[config.mk]
export PLATFORM = sky130hd
export DESIGN_NAME = sdram_wb_arbiter
export DESIGN_NICKNAME = d
export VERILOG_FILES = /design/src/rtl/sdram_arb_pkg.sv /design/src/rtl/rr_arbiter2.sv /design/src/rtl/sdram_wb_arbiter.sv
export SDC_FILE = /design/constraint.sdc
export NUM_CORES = 1
export LEC_CHECK = 0
export CORE_MARGIN = 4
export CORE_UTILIZATION = 30
export DETAILED_ROUTE_END_ITERATION = 8
export PLACE_DENSITY = 0.59
export SYNTH_ARGS = -nofsm -noshare
export SYNTH_HDL_FRONTEND = slang
export SYNTH_SLANG_ARGS = --single-unit
[constraint.sdc]
create_clock -name clk -period 9.16 [get_ports clk]
set_clock_uncertainty 0.15 [all_clocks]
set_input_delay 1.374 -clock clk [delete_from_list [all_inputs] [get_ports clk]]
set_output_delay 1.374 -clock clk [all_outputs]
set_load 0.1 [all_outputs]
[src/rtl/sdram_arb_pkg.sv]
// Shared FSM encoding and constants for the SDRAM Wishbone arbiter and its helpers.
package sdram_arb_pkg;

  typedef enum logic [1:0] {
    IDLE    = 2'd0,
    ISSUE   = 2'd1,
    WAIT_RD = 2'd2,
    DONE    = 2'd3
  } arb_state_t;

  localparam logic [31:0] TIMEOUT_RDATA = 32'hDEAD_BEEF;

  function automatic int mask_width(input int data_w);
    return data_w / 8;
  endfunction

endpackage

[src/rtl/rr_arbiter2.sv]
// Combinational two-way round-robin pick; on a tie the requester that did not win last time is chosen.
module rr_arbiter2 (
  input  logic i_req0,
  input  logic i_req1,
  input  logic i_last_grant,
  output logic o_grant_valid,
  output logic o_grant_id
);

  assign o_grant_valid = i_req0 | i_req1;
  assign o_grant_id    = (i_req0 & i_req1) ? ~i_last_grant : i_req1;

endmodule

[src/rtl/sdram_wb_arbiter.sv]
// Shares one sdram_controller user port between two Wishbone-style requesters, one transaction at a time.
// Optional read-response watchdog is compiled in with `define SDRAM_ARB_TIMEOUT_EN.
module sdram_wb_arbiter
  import sdram_arb_pkg::*;
#(
  parameter int ADDR_W         = 23,
  parameter int DATA_W         = 32,
  parameter int TIMEOUT_CYCLES = 1024
) (
  input  logic                              clk,
  input  logic                              rst,
  input  logic                              req0_valid,
  input  logic                              req0_we,
  input  logic [ADDR_W-1:0]                 req0_addr,
  input  logic [DATA_W-1:0]                 req0_wdata,
  input  logic [mask_width(DATA_W)-1:0]     req0_sel,
  output logic                              req0_ack,
  output logic [DATA_W-1:0]                 req0_rdata,
  input  logic                              req1_valid,
  input  logic                              req1_we,
  input  logic [ADDR_W-1:0]                 req1_addr,
  input  logic [DATA_W-1:0]                 req1_wdata,
  input  logic [mask_width(DATA_W)-1:0]     req1_sel,
  output logic                              req1_ack,
  output logic [DATA_W-1:0]                 req1_rdata,
  output logic [ADDR_W-1:0]                 ctrl_addr,
  output logic                              ctrl_rw,
  output logic [DATA_W-1:0]                 ctrl_wdata,
  output logic [mask_width(DATA_W)-1:0]     ctrl_mask,
  output logic                              ctrl_in_valid,
  input  logic                              ctrl_busy,
  input  logic [DATA_W-1:0]                 ctrl_rdata,
  input  logic                              ctrl_out_valid,
  output logic                              grant_id,
  output logic                              err
);

  localparam int MASK_W = mask_width(DATA_W);

  arb_state_t        r_state;
  logic              r_last_grant;
  logic              r_grant_id;
  logic [ADDR_W-1:0] r_addr;
  logic              r_rw;
  logic [DATA_W-1:0] r_wdata;
  logic [MASK_W-1:0] r_mask;
  logic              r_in_valid;
  logic [1:0]        r_ack;
  logic [DATA_W-1:0] r_rdata [2];

  logic              w_grant_valid;
  logic              w_grant_id;
  logic              w_we;
  logic [ADDR_W-1:0] w_addr;
  logic [DATA_W-1:0] w_wdata;
  logic [MASK_W-1:0] w_sel;

`ifdef SDRAM_ARB_TIMEOUT_EN
  localparam int TMO_W = (TIMEOUT_CYCLES > 2) ? $clog2(TIMEOUT_CYCLES) : 1;
  localparam logic [TMO_W-1:0] TMO_LAST = TMO_W'(TIMEOUT_CYCLES - 1);
  logic [TMO_W-1:0] r_tmo;
  logic             r_err;
`endif

  rr_arbiter2 u_rr (
    .i_req0        (req0_valid),
    .i_req1        (req1_valid),
    .i_last_grant  (r_last_grant),
    .o_grant_valid (w_grant_valid),
    .o_grant_id    (w_grant_id)
  );

  // The request fields only feed the latch registers, never the ctrl_* ports directly.
  assign w_we    = w_grant_id ? req1_we    : req0_we;
  assign w_addr  = w_grant_id ? req1_addr  : req0_addr;
  assign w_wdata = w_grant_id ? req1_wdata : req0_wdata;
  assign w_sel   = w_grant_id ? req1_sel   : req0_sel;

  always_ff @(posedge clk or posedge rst) begin
    if (rst) begin
      r_state      <= IDLE;
      r_last_grant <= 1'b1;
      r_grant_id   <= 1'b0;
      r_addr       <= '0;
      r_rw         <= 1'b0;
      r_wdata      <= '0;
      r_mask       <= '0;
      r_in_valid   <= 1'b0;
      r_ack        <= '0;
      r_rdata[0]   <= '0;
      r_rdata[1]   <= '0;
`ifdef SDRAM_ARB_TIMEOUT_EN
      r_tmo        <= '0;
      r_err        <= 1'b0;
`endif
    end else begin
      r_ack <= '0;
`ifdef SDRAM_ARB_TIMEOUT_EN
      r_err <= 1'b0;
`endif
      case (r_state)
        IDLE: begin
          if (w_grant_valid) begin
            r_grant_id   <= w_grant_id;
            r_last_grant <= w_grant_id;
            r_rw         <= w_we;
            r_addr       <= w_addr;
            r_wdata      <= w_wdata;
            r_mask       <= w_sel & {MASK_W{w_we}};
            r_in_valid   <= 1'b1;
            r_state      <= ISSUE;
          end
        end
        ISSUE: begin
          if (!ctrl_busy) begin
            r_in_valid <= 1'b0;
            if (r_rw) begin
              r_ack[r_grant_id] <= 1'b1;
              r_state           <= DONE;
            end else begin
              r_state <= WAIT_RD;
            end
          end
        end
        WAIT_RD: begin
          if (ctrl_out_valid) begin
            r_rdata[r_grant_id] <= ctrl_rdata;
            r_ack[r_grant_id]   <= 1'b1;
            r_state             <= DONE;
`ifdef SDRAM_ARB_TIMEOUT_EN
            r_tmo               <= '0;
`endif
          end
`ifdef SDRAM_ARB_TIMEOUT_EN
          else if (r_tmo == TMO_LAST) begin
            r_rdata[r_grant_id] <= DATA_W'(TIMEOUT_RDATA);
            r_ack[r_grant_id]   <= 1'b1;
            r_err               <= 1'b1;
            r_tmo               <= '0;
            r_state             <= DONE;
          end else begin
            r_tmo <= r_tmo + 1'b1;
          end
`endif
        end
        DONE:    r_state <= IDLE;
        default: r_state <= IDLE;
      endcase
    end
  end

  assign ctrl_addr     = r_addr;
  assign ctrl_rw       = r_rw;
  assign ctrl_wdata    = r_wdata;
  assign ctrl_mask     = r_mask;
  assign ctrl_in_valid = r_in_valid;
  assign req0_ack      = r_ack[0];
  assign req1_ack      = r_ack[1];
  assign req0_rdata    = r_rdata[0];
  assign req1_rdata    = r_rdata[1];
  assign grant_id      = r_grant_id;

`ifdef SDRAM_ARB_TIMEOUT_EN
  assign err = r_err;
`else
  assign err = 1'b0;
`endif

endmodule

==> metrics.txt <==
global-route wire length before repair=24,900 um; Worst setup SP type=primary input; core area=18,090 sq um; Hold WS=331.1 ps; most common cell after layout, fill and taps aside=clkdlybuf4s50_1; H-tree depth=4; wire per inst=17.12 um; Cells after Synth=438; fin crit period=3768 ps; Worst Setup End Kind=flop; post-CTS sizing=0; largest net degree at the start of global routing=82; clock latency on the worst-skew pair=400 ps; PnR worst setup slack=5392 ps; FP Rows=49; Final Hold Viols=0; 1st-iter DRT viols=146; Initial Util=0.3081; worst min path class=flop to flop; Avg Cell Area, Syn=12.72 sq um; Max Cap Violations=0; flop2flop setup slack=6640 ps; final setup vio count=0; Cell variety after synth=34; final std cells w/o fill=962; TritonCTS clock tree=built; Post-DP HPWL=12,540 um; clock buffer count from CTS=17; HP Start=ctrl_addr[15]$_DFFE_PP0P_; Total Wirelength=16,470 um; Area growth, synth to finish=64.00%; Ports=287; Max Clock Freq=0.2654 GHz; Buffers on Ports=285; actual slew at the worst max-slew pin=1040 ps; DRC=0; Syn. warnings=0; Slew headroom=0.3048; crit-path max FO=39; Root Driver=clkbuf_16; Nets=882; die width=144.3 um; FF+latch count, synth=131; clock-pin slew on the worst setup and hold paths=60 ps; start of the worst register-to-register path=r_last_grant$_DFFE_PP1P_; GR Util All Layers=0.1549; Hold Path End=ctrl_addr[15]$_DFFE_PP0P_; placed cell count=931; Syn Nets=599; WS Path Type=primary input to flop; worst hold stages=2; postcts setup bufs=0; die area=20,820 sq um; unrepaired setup endpoints after global routing=no; drt pass-1 iters=4; mapped cell area=5572 sq um; chip height=144.3 um; Total Negative Setup Slacks=0 ps; status=finished, final reports clean; vias in the first global route=4,761; reg2reg path depth=4; Tcrit/Tclk final=0.4114; clk sinks=131; DR vias=4,434; CP arrival=3900 ps; antenna violations before repair=0; ANT cells=0; placer congestion estimate=0.7600; DRT antenna net count=0; most frequent cells in the layout=285 x clkdlybuf4s50_1, 130 x dfrtp_1, 65 x mux2_2; clk buf depth=2; Post-Place Worst Slack=4890 ps; remaining global-route overflow=0; worst r2r dst=ctrl_wdata[25]$_DFFE_PP0P_; WP data required=9290 ps; DR vias/cell=4.609; post-synthesis sequential area ratio=0.5886; layout cells sized above 1=0.1446; Final Slew Violations=0; CTS Hold Bufs=0
routing by layer:
layer / global-route usage / wire length, um / up-vias
li1: - / - / 2096
met1: 0.1883 / 6902 / 2111
met2: 0.2514 / 7751 / 205
met3: 0.06283 / 1489 / 22
met4: 0.05106 / 327 / 0
met5: 0 / 0 / -
flip-flops by register name (all words and copies together), names as in the netlist:
register	cells
ctrl_wdata	32
req0_rdata	32
req1_rdata	32
ctrl_addr	23
ctrl_mask	4
r_ack	2
r_state	2
ctrl_in_valid	1
ctrl_rw	1
grant_id	1
r_last_grant	1
cell usage after synthesis:
library cell  instances  share of area
a21oi_1               1        0.00090
conb_1                1        0.00067
nand3_1               1        0.00090
o22a_1                1         0.0016
ha_1                  3         0.0067
o21ai_1              59          0.053
nand4b_1              1         0.0016
a22o_1                1         0.0016
buf_2                 7         0.0063
mux2_2               65           0.13
nand3b_1              1         0.0013
buf_6                 2         0.0040
a21boi_2              1         0.0020
buf_8                 6          0.016
inv_1                 5         0.0034
o22ai_1               1         0.0011
a21boi_0              1         0.0013
and2_1                4         0.0045
dfrtp_1             130           0.58
clkbuf_1             11         0.0074
or2b_1                1         0.0013
a32oi_1               1         0.0016
o21ai_4               1         0.0029
nand2_1              62          0.042
buf_4                 1         0.0013
dfstp_2               1         0.0047
a31oi_1               2         0.0022
a211oi_1              1         0.0013
nor2_1                3         0.0020
mux2i_1              59           0.11
a221oi_1              1         0.0016
nand2b_1              1         0.0011
o21ai_0               1        0.00090
o31ai_1               1         0.0013
critical path: stages:
cell and delay [ps]:
clkdlybuf4s50_1 600, a21boi_4 830, buf_4 670, mux2i_1 290, o21ai_1 80
how the worst max path moves through the flow:
| stage | startpoint | end | slack [ps] | cells after the start |
|---|---|---|---|---|
| finish | req1_valid | ctrl_wdata[25]$_DFFE_PP0P_ | 5390 | 5 |
| global route | req1_valid | ctrl_wdata[24]$_DFFE_PP0P_ | 5230 | 5 |
| CTS | req1_valid | ctrl_wdata[25]$_DFFE_PP0P_ | 5340 | 5 |
| detailed placement | req1_valid | ctrl_wdata[14]$_DFFE_PP0P_ | 4890 | 5 |
| global placement | req1_valid | ctrl_addr[0]$_DFFE_PP0P_ | 5020 | 5 |
| floorplan | rst | ctrl_addr[0]$_DFFE_PP0P_ | 4140 | 1 |
cell type report:
| cell class | instances | area (sq um) |
|---|---|---|
| fillers | 1582 | 8949 |
| repair buffers | 291 | 2898 |
| multi-input cells | 275 | 2085 |
| flip-flops and latches | 131 | 3279 |
| inverters | 5 | 23.77 |
| clock buffers | 18 | 439.2 |
| clock inverters | 13 | 126.4 |
| well taps | 229 | 286.5 |
metrics by stage:
step	instance area, sq um	utilization
5_1_grt	9138	0.5052
6_report	9138	0.5052
2_1_floorplan	5572	-
3_3_place_gp	8572	0.4740
3_5_place_dp	8572	0.4740
4_1_cts	9138	0.5052
logic make-up (layout without fill, tap and decap cells):
| logic type | after synthesis | in the layout | synth area share |
|---|---|---|---|
| AND/OR/NAND/NOR | 74 | 74 | 0.05457 |
| flip-flops | 131 | 131 | 0.5886 |
| multiplexers | 124 | 124 | 0.2374 |
| buffers and inverters | 32 | 327 | 0.03863 |
| AO/OA/AOI/OAI | 73 | 73 | 0.07344 |
| adder cells (fa/ha/maj) | 3 | 3 | 0.006738 |
| other | 1 | 1 | 0.0006731 |
Power is left out: the tool's default activity adds up to more than one toggle a clock period on the data nets, which glitch-free logic cannot reach.
